<file path="src/rtl/fd_skid_buffer.sv">
// Two-entry elastic buffer between fetch and decode: a main register feeding decode
// and a skid register absorbing one word of decode backpressure, in strict FIFO order.
module fd_skid_buffer #(
    parameter int IWIDTH = 24,
    parameter int PWIDTH = 16
) (
    input  logic              clk_i,
    input  logic              rst_i,
    input  logic [IWIDTH-1:0] instr_i,
    input  logic [PWIDTH-1:0] pc_i,
    input  logic              valid_i,
    output logic              ready_o,
    output logic [IWIDTH-1:0] instr_o,
    output logic [PWIDTH-1:0] pc_o,
    output logic              valid_o,
    input  logic              ready_i,
    input  logic              flush_i,
    output logic [1:0]        count_o
);

    // Handshake: a word moves on a rising edge when valid and ready are both high
    // in that cycle (accept = valid_i & ready_o, consume = valid_o & ready_i);
    // valid is never withdrawn and data never changes while valid and not ready.

    // The state encoding equals the occupancy, so count_o doubles as the FSM state view.
    typedef enum logic [1:0] {
        ST_EMPTY = 2'd0,
        ST_ONE   = 2'd1,
        ST_FULL  = 2'd2
    } state_e;

    state_e            state_q, state_d;
    logic [IWIDTH-1:0] main_instr_q, main_instr_d;
    logic [PWIDTH-1:0] main_pc_q, main_pc_d;
    logic [IWIDTH-1:0] skid_instr_q, skid_instr_d;
    logic [PWIDTH-1:0] skid_pc_q, skid_pc_d;

    logic accept;
    logic consume;

    // Outputs depend only on flops, so no input reaches an output combinationally.
    assign ready_o = (state_q != ST_FULL);
    assign valid_o = (state_q != ST_EMPTY);
    assign count_o = state_q;
    assign instr_o = main_instr_q;
    assign pc_o    = main_pc_q;

    assign accept  = valid_i & ready_o;
    assign consume = valid_o & ready_i;

    always_comb begin
        state_d      = state_q;
        main_instr_d = main_instr_q;
        main_pc_d    = main_pc_q;
        skid_instr_d = skid_instr_q;
        skid_pc_d    = skid_pc_q;

        unique case (state_q)
            ST_EMPTY: begin
                if (accept) begin
                    main_instr_d = instr_i;
                    main_pc_d    = pc_i;
                    state_d      = ST_ONE;
                end
            end
            ST_ONE: begin
                if (accept && consume) begin
                    main_instr_d = instr_i;
                    main_pc_d    = pc_i;
                end else if (accept) begin
                    skid_instr_d = instr_i;
                    skid_pc_d    = pc_i;
                    state_d      = ST_FULL;
                end else if (consume) begin
                    state_d = ST_EMPTY;
                end
            end
            ST_FULL: begin
                // The skid word is older than anything fetch can present, so it moves up first.
                if (consume) begin
                    main_instr_d = skid_instr_q;
                    main_pc_d    = skid_pc_q;
                    state_d      = ST_ONE;
                end
            end
            default: begin
                state_d = ST_EMPTY;
            end
        endcase

        // A redirect kills everything; stale data is left in place behind valid_o=0.
        if (flush_i) begin
            state_d      = ST_EMPTY;
            main_instr_d = main_instr_q;
            main_pc_d    = main_pc_q;
            skid_instr_d = skid_instr_q;
            skid_pc_d    = skid_pc_q;
        end
    end

    always_ff @(posedge clk_i) begin
        if (rst_i) begin
            state_q      <= ST_EMPTY;
            main_instr_q <= '0;
            main_pc_q    <= '0;
            skid_instr_q <= '0;
            skid_pc_q    <= '0;
        end else begin
            state_q      <= state_d;
            main_instr_q <= main_instr_d;
            main_pc_q    <= main_pc_d;
            skid_instr_q <= skid_instr_d;
            skid_pc_q    <= skid_pc_d;
        end
    end

endmodule

</file>
<file path="config.mk">
export PLATFORM = sky130hd
export DESIGN_NAME = fd_skid_buffer
export DESIGN_NICKNAME = d
export VERILOG_FILES = /design/src/rtl/fd_skid_buffer.sv
export SDC_FILE = /design/constraint.sdc
export NUM_CORES = 1
export LEC_CHECK = 0
export BUFFER_PORTS_ARGS = -buffer_cell sky130_fd_sc_hd__buf_4
export CAP_MARGIN = 20
export CELL_PAD_IN_SITES_DETAIL_PLACEMENT = 0
export CELL_PAD_IN_SITES_GLOBAL_PLACEMENT = 1
export CORE_MARGIN = 5
export CORE_UTILIZATION = 41
export CTS_CLUSTER_SIZE = 12
export DETAILED_ROUTE_END_ITERATION = 10
export PLACE_DENSITY_LB_ADDON = 0.1
export SETUP_SLACK_MARGIN = 0.05
export SLEW_MARGIN = 20
export SYNTH_ARGS = -nofsm -noshare
export SYNTH_HDL_FRONTEND = slang
export SYNTH_SLANG_ARGS = --single-unit
</file>
<file path="constraint.sdc">
create_clock -name clk_i -period 3 [get_ports clk_i]
set_input_delay 0.3 -clock clk_i [delete_from_list [all_inputs] [get_ports clk_i]]
set_output_delay 0.3 -clock clk_i [all_outputs]
set_load 0.05 [all_outputs]
</file>
* Word-level counts from Yosys, hierarchy flattened
Cells that the tools add are included.
** Word-level totals
- Bits in registers :: 82
- Memories :: 0
- Logic and storage cells :: 39
- Bits in writable memories :: 0
- ROM bits :: 0
- Bits in latches :: 0
- Bits of input ports :: 45
** Cells by class
- Bitwise gates (word level) :: 4
- Reductions and logical operators :: 8
- Add/sub/neg operators :: 0
- Mux-type cells :: 14
- Div/mod/pow operators :: 0
- Shifts and indexed selects :: 0
- Multipliers :: 0
- Order comparisons :: 0
- Eq/ne operators :: 8
** Operators by type and width (count)
- $mux W24 :: 3
- $pmux W24 S3 :: 1
- $mux W16 :: 3
- $pmux W16 S3 :: 1
- $mux W2 :: 5
- $ne A2 B2 Y1 const B :: 5
- $reduce_and A4 Y1 :: 2
- $pmux W2 S3 :: 1
- $reduce_and A5 Y1 :: 1
- $ne A3 B3 Y1 const B :: 1
- $reduce_bool A3 Y1 :: 1
- $and A1 B1 Y1 :: 2
- $eq A2 B1 Y1 const B :: 1
- $eq A2 B2 Y1 const B :: 1
- $logic_not A2 Y1 :: 1
- $not A1 Y1 :: 2
- $reduce_bool A2 Y1 :: 1
- $reduce_or A2 Y1 :: 1
- $logic_and A1 B1 Y1 :: 1

* Depth between registers and ports, before layout
- Depth after elaboration :: 6
- Mapped depth :: 6
- Mapped depth without buffers :: 4

* Worst setup path after synthesis
No wires, ideal clock.
- Path type :: register to register
- Start point :: register state_q[0], in the netlist count_o[0]
- End point :: register skid_instr_q[0]
- Cell stages (with the launch flop) :: 7
- Library setup time :: 0.132 ns
- Slack :: 1.199 ns
- Buffers on the path :: 2
- Arrival time :: 1.669 ns
- Clock period less this slack :: 1.801 ns
- Cell sequence :: dfxtp_1 -> nand2b_1 -> or3_1 -> clkbuf_1 -> clkbuf_1 -> nand2_1 -> a21oi_1
** On the way
- Cells in the longest elaborated chain, start to end :: 5
** Ends and longest elaborated chain
- start, declared :: line 32 : state_e state_q, state_d;
- start signal, assigned :: line 109 : state_q <= state_d;
- $ne A2 B2 Y1 or $reduce_bool A2 Y1 (tied branches) :: line 42, 43
- $and A1 B1 Y1 (on tied branches) :: line 48, 49
- $logic_and A1 B1 Y1 :: line 67 : if (accept && consume) begin
- $not A1 Y1 (no source line)
- $reduce_and A4 Y1 (no source line) (*)
- end signal, assigned :: line 112 : skid_instr_q <= skid_instr_d;
- end, declared :: line 35 : logic [IWIDTH-1:0] skid_instr_q, skid_instr_d;
Every way passes the cells marked *; elsewhere a longest branch is shown, timed or not.
A chain may end at the register's enable or synchronous reset.

* Final worst setup path
- Start point :: register state_q[0], in the netlist count_o[0]
- End point :: output port ready_o
** On the way
- Cells in the longest elaborated chain, start to end :: 1
** Ends and longest elaborated chain
- $ne A2 B2 Y1 :: line 42 : assign ready_o = (state_q != ST_FULL);
- end, declared :: line 12 : output logic ready_o,
No other way between the ends.

==> summary.md <==
| Metric | Value |
|---|---|
| Run status | finished, final reports clean |
| Worst Path Arrival | 1.97 ns |
| Final ANT Viol Nets | 0 |
| Simple-gate share of the synthesized area | 17.7% |
| Synthesized flop and latch total | 82 |
| Largest net degree at the start of global routing | 85 |
| Cell taking the most area after synthesis | dfxtp_1 |
| Reg2Reg Depth | 5 |
| Final Hold Viols | 0 |
| Port bufs | 88 |
| Sequential element share of the synthesized area | a little under half |
| Area Growth Syn to Fin | 26.2% |
| GR Overflow Total | 0 |
| Place WS | 0.962 ns |
| DRC | 0 |
| Gate power share | about an eighth |
| Total power | 0.00245 W |
| # rows | 33 |
| Most frequent cells in the layout | buf_4, nand2_1, dfxtp_1 |
| Worst r2r src | count_o[0] |
| Mux cell area share after synthesis | 11.5% |
| Pwr dens | between 500 and 600 nW/um2 |
| Post-Route WL | 8.63 mm |
| Area fraction in compound gates after synthesis | 18.4% |
| Netlist cell types | 20 |
| CP endpoint kind | output pin |
| Clock root cell | clkbuf_8 |
| Vias in the first global route | roughly 2,700 |
| Die height | 102 um |
| Fillcell total | 795 |
| Die footprint | 10,400 um2 |
| DR iter-0 viols | 102 |
| XOR/XNOR share of the synthesized area | 0% |
| Htree depth | 3 |
| Reg-to-reg slack, setup | roughly 1 ns |
| Synth top area share | 47.2% |
| Core ar. | 8260 um2 |
| Worst slew margin | between 40% and 50% |
| PnR worst setup slack | 0.726 ns |
| Worst hold path endpoint | count_o[1] |
| Clk slew on worst S/H paths | 0.08 ns |
| HP Class | primary input to register |
| Initial Util | 42.1% |
| Pint | 0.00181 W |
| Hpwl dp | 5.02 mm |
| First-pass GRT wire length | ~14 mm |
| DIE WIDTH | 102 um |
| Final instance area | 4390 um2 |
| CTS Sinks | 82 |
| Hold_sp | ready_i |
| TritonRoute pass-1 iters | 4 |
| Worst hold slack | 0.168 ns |
| Max Cap Viol | 0 |
| RSZ-0062 raised after global routing | false |
| Hold Buf Count CTS | 0 |
| Placed cell areas | between 4000 and 5000 um2 |
| Adder-cell share of the synthesized area | 0% |
| Register area | 1640 um2 |
| Proportion of layout cells with a drive suffix above 1 | 23.2% |
| Syn Std Cell Area | 3480 um2 |
| Met2 routed WL | 3.85 mm |
| Final Skew | 0.0130 ns |
| DR WL met3 | 583 um |
| Mapped Nets | 463 |
| Commonest non-fill, non-tap cell in the layout | buf_4 |
| Inserted Diodes | 0 |
| DRT met1 WL | 4.10 mm |
| Clk buf depth | 2 |
| Vias/cell | 5.12 |
| Most area-consuming cells after synthesis | dfxtp_1, a21oi_1, mux2i_1, nand2_1, or3_1 |
| Setup TNS | 0 ns |
| NetSw | 0.000634 W |
| CTS buffer count | 9 |
| Clk pwr share | just over 40% |
| CTS tree | yes |
| Synth warn | 0 |
| Net Sw Frac | between 20% and 30% |
| Post-CTS Resized | 0 |
| Syn_area_per_cell | between 8 and 9 um2 |
| WP data required | 2.70 ns |
| Slew Viols, Final | 0 |
| Crit Path Max Fanout | 20 |
| Critical path class | register to output pin |
| Initial antenna violation count | 0 |
| Placer Congestion | about 0.71 |
| Tmin final | 2.27 ns |
| Io pins | between 80 and 90 |
| Startpoint types | register |
| Mapped Cells | 418 |
| Main combinational cell family by area after synthesis | compound AO/OA/AOI/OAI gates |
| F_max | 0.440 GHz |
| Multi-input logic area | around 1700 um2 |
| VDD IR-drop max | approximately 0.00028 V |
| Routed via count | 3,031 |
| # setup viols final | 0 |
| R2R Path End | pc_o[2] |
| Setup Buffers After CTS | 0 |
| Max Used Layer | met4 |
| Gr usage total | 16.5% |
| Routed length per instance | about 15 um |
| Hold depth | 2 |
| Final net count | 527 |
| Slew @ Worst Pin | around 0.89 ns |
| Reg power frac | between 40% and 50% |
| Clock latency at the later pin of the worst-skew pair | roughly 0.35 ns |
| Tcrit/Tclk final | between 70% and 80% |
| Pleak | 1.92 nW |
-- per-stage QoR --
stage,utilization [%],std cells
after floorplan,-,418
final,53.2,592
after detailed placement,50.1,576
after CTS,53.2,592
after global placement,50.1,576
after global routing,53.2,592
-- power by group through the flow --
stage,combinational [W],sequential (W),clock (W)
finish,0.000325,0.00114,0.000987
global route,0.000350,0.00114,0.00106
CTS,0.000327,0.00114,0.00101
detailed placement,0.000327,0.00116,0
global placement,0.000324,0.00116,0
floorplan,0.000112,0.00125,0
-- cells by family after synthesis --
kind of cell,count (synthesis)
buf+inv,40
simple gates,131
flops,82
compound gates,125
mux,40
-- worst max-delay path, cell delays in order (launching register included) --
cell and delay, ns:
dfxtp_1 0.42, nand2b_2 0.57, buf_4 0.38, buf_4 0.25
-- area by class of cell --
class | instances | share of cell area, %
clock buffers | 10 | 3.13
clock inverters | 6 | 2.56
multi-input cells | 296 | 38.0
flip-flops and latches | 82 | 37.4
well taps | 105 | 2.99
repair buffers | 93 | 15.9
-- cell usage after synthesis (all sizes together) --
library cell,count
and3b,1
clkbuf,34
a2111oi,1
or2,1
buf,6
o22a,1
or3,41
o21ai,40
o21a,1
mux2i,40
nor3,2
nand2b,3
dfxtp,82
nand2,82
nor2b,1
a21oi,82
-- routing by layer --
metal | track usage, % | vias up
met2 | 25.0 | 73
met5 | 0 | -
met4 | 5.15 | 0
li1 | - | 1570
met3 | 3.41 | 9
met1 | 23.6 | 1379
-- registers in the layout, summed over array words and instances, names as in the netlist --
signal / cells
skid_pc_q: 16
pc_o: 16
count_o: 2
instr_o: 24
skid_instr_q: 24
-- how the worst max path moves through the flow --
| stage | from | endpoint | slack, ns |
|---|---|---|---|
| finish | count_o[0] | ready_o | 0.73 |
| global route | count_o[0] | ready_o | 0.60 |
| CTS | count_o[0] | ready_o | 0.67 |
| detailed placement | count_o[0] | pc_o[2] | 0.96 |
| global placement | count_o[0] | pc_o[10] | 1.02 |
| floorplan | count_o[0] | skid_instr_q[0] | 1.20 |
Power figures use the tool's default switching activity.
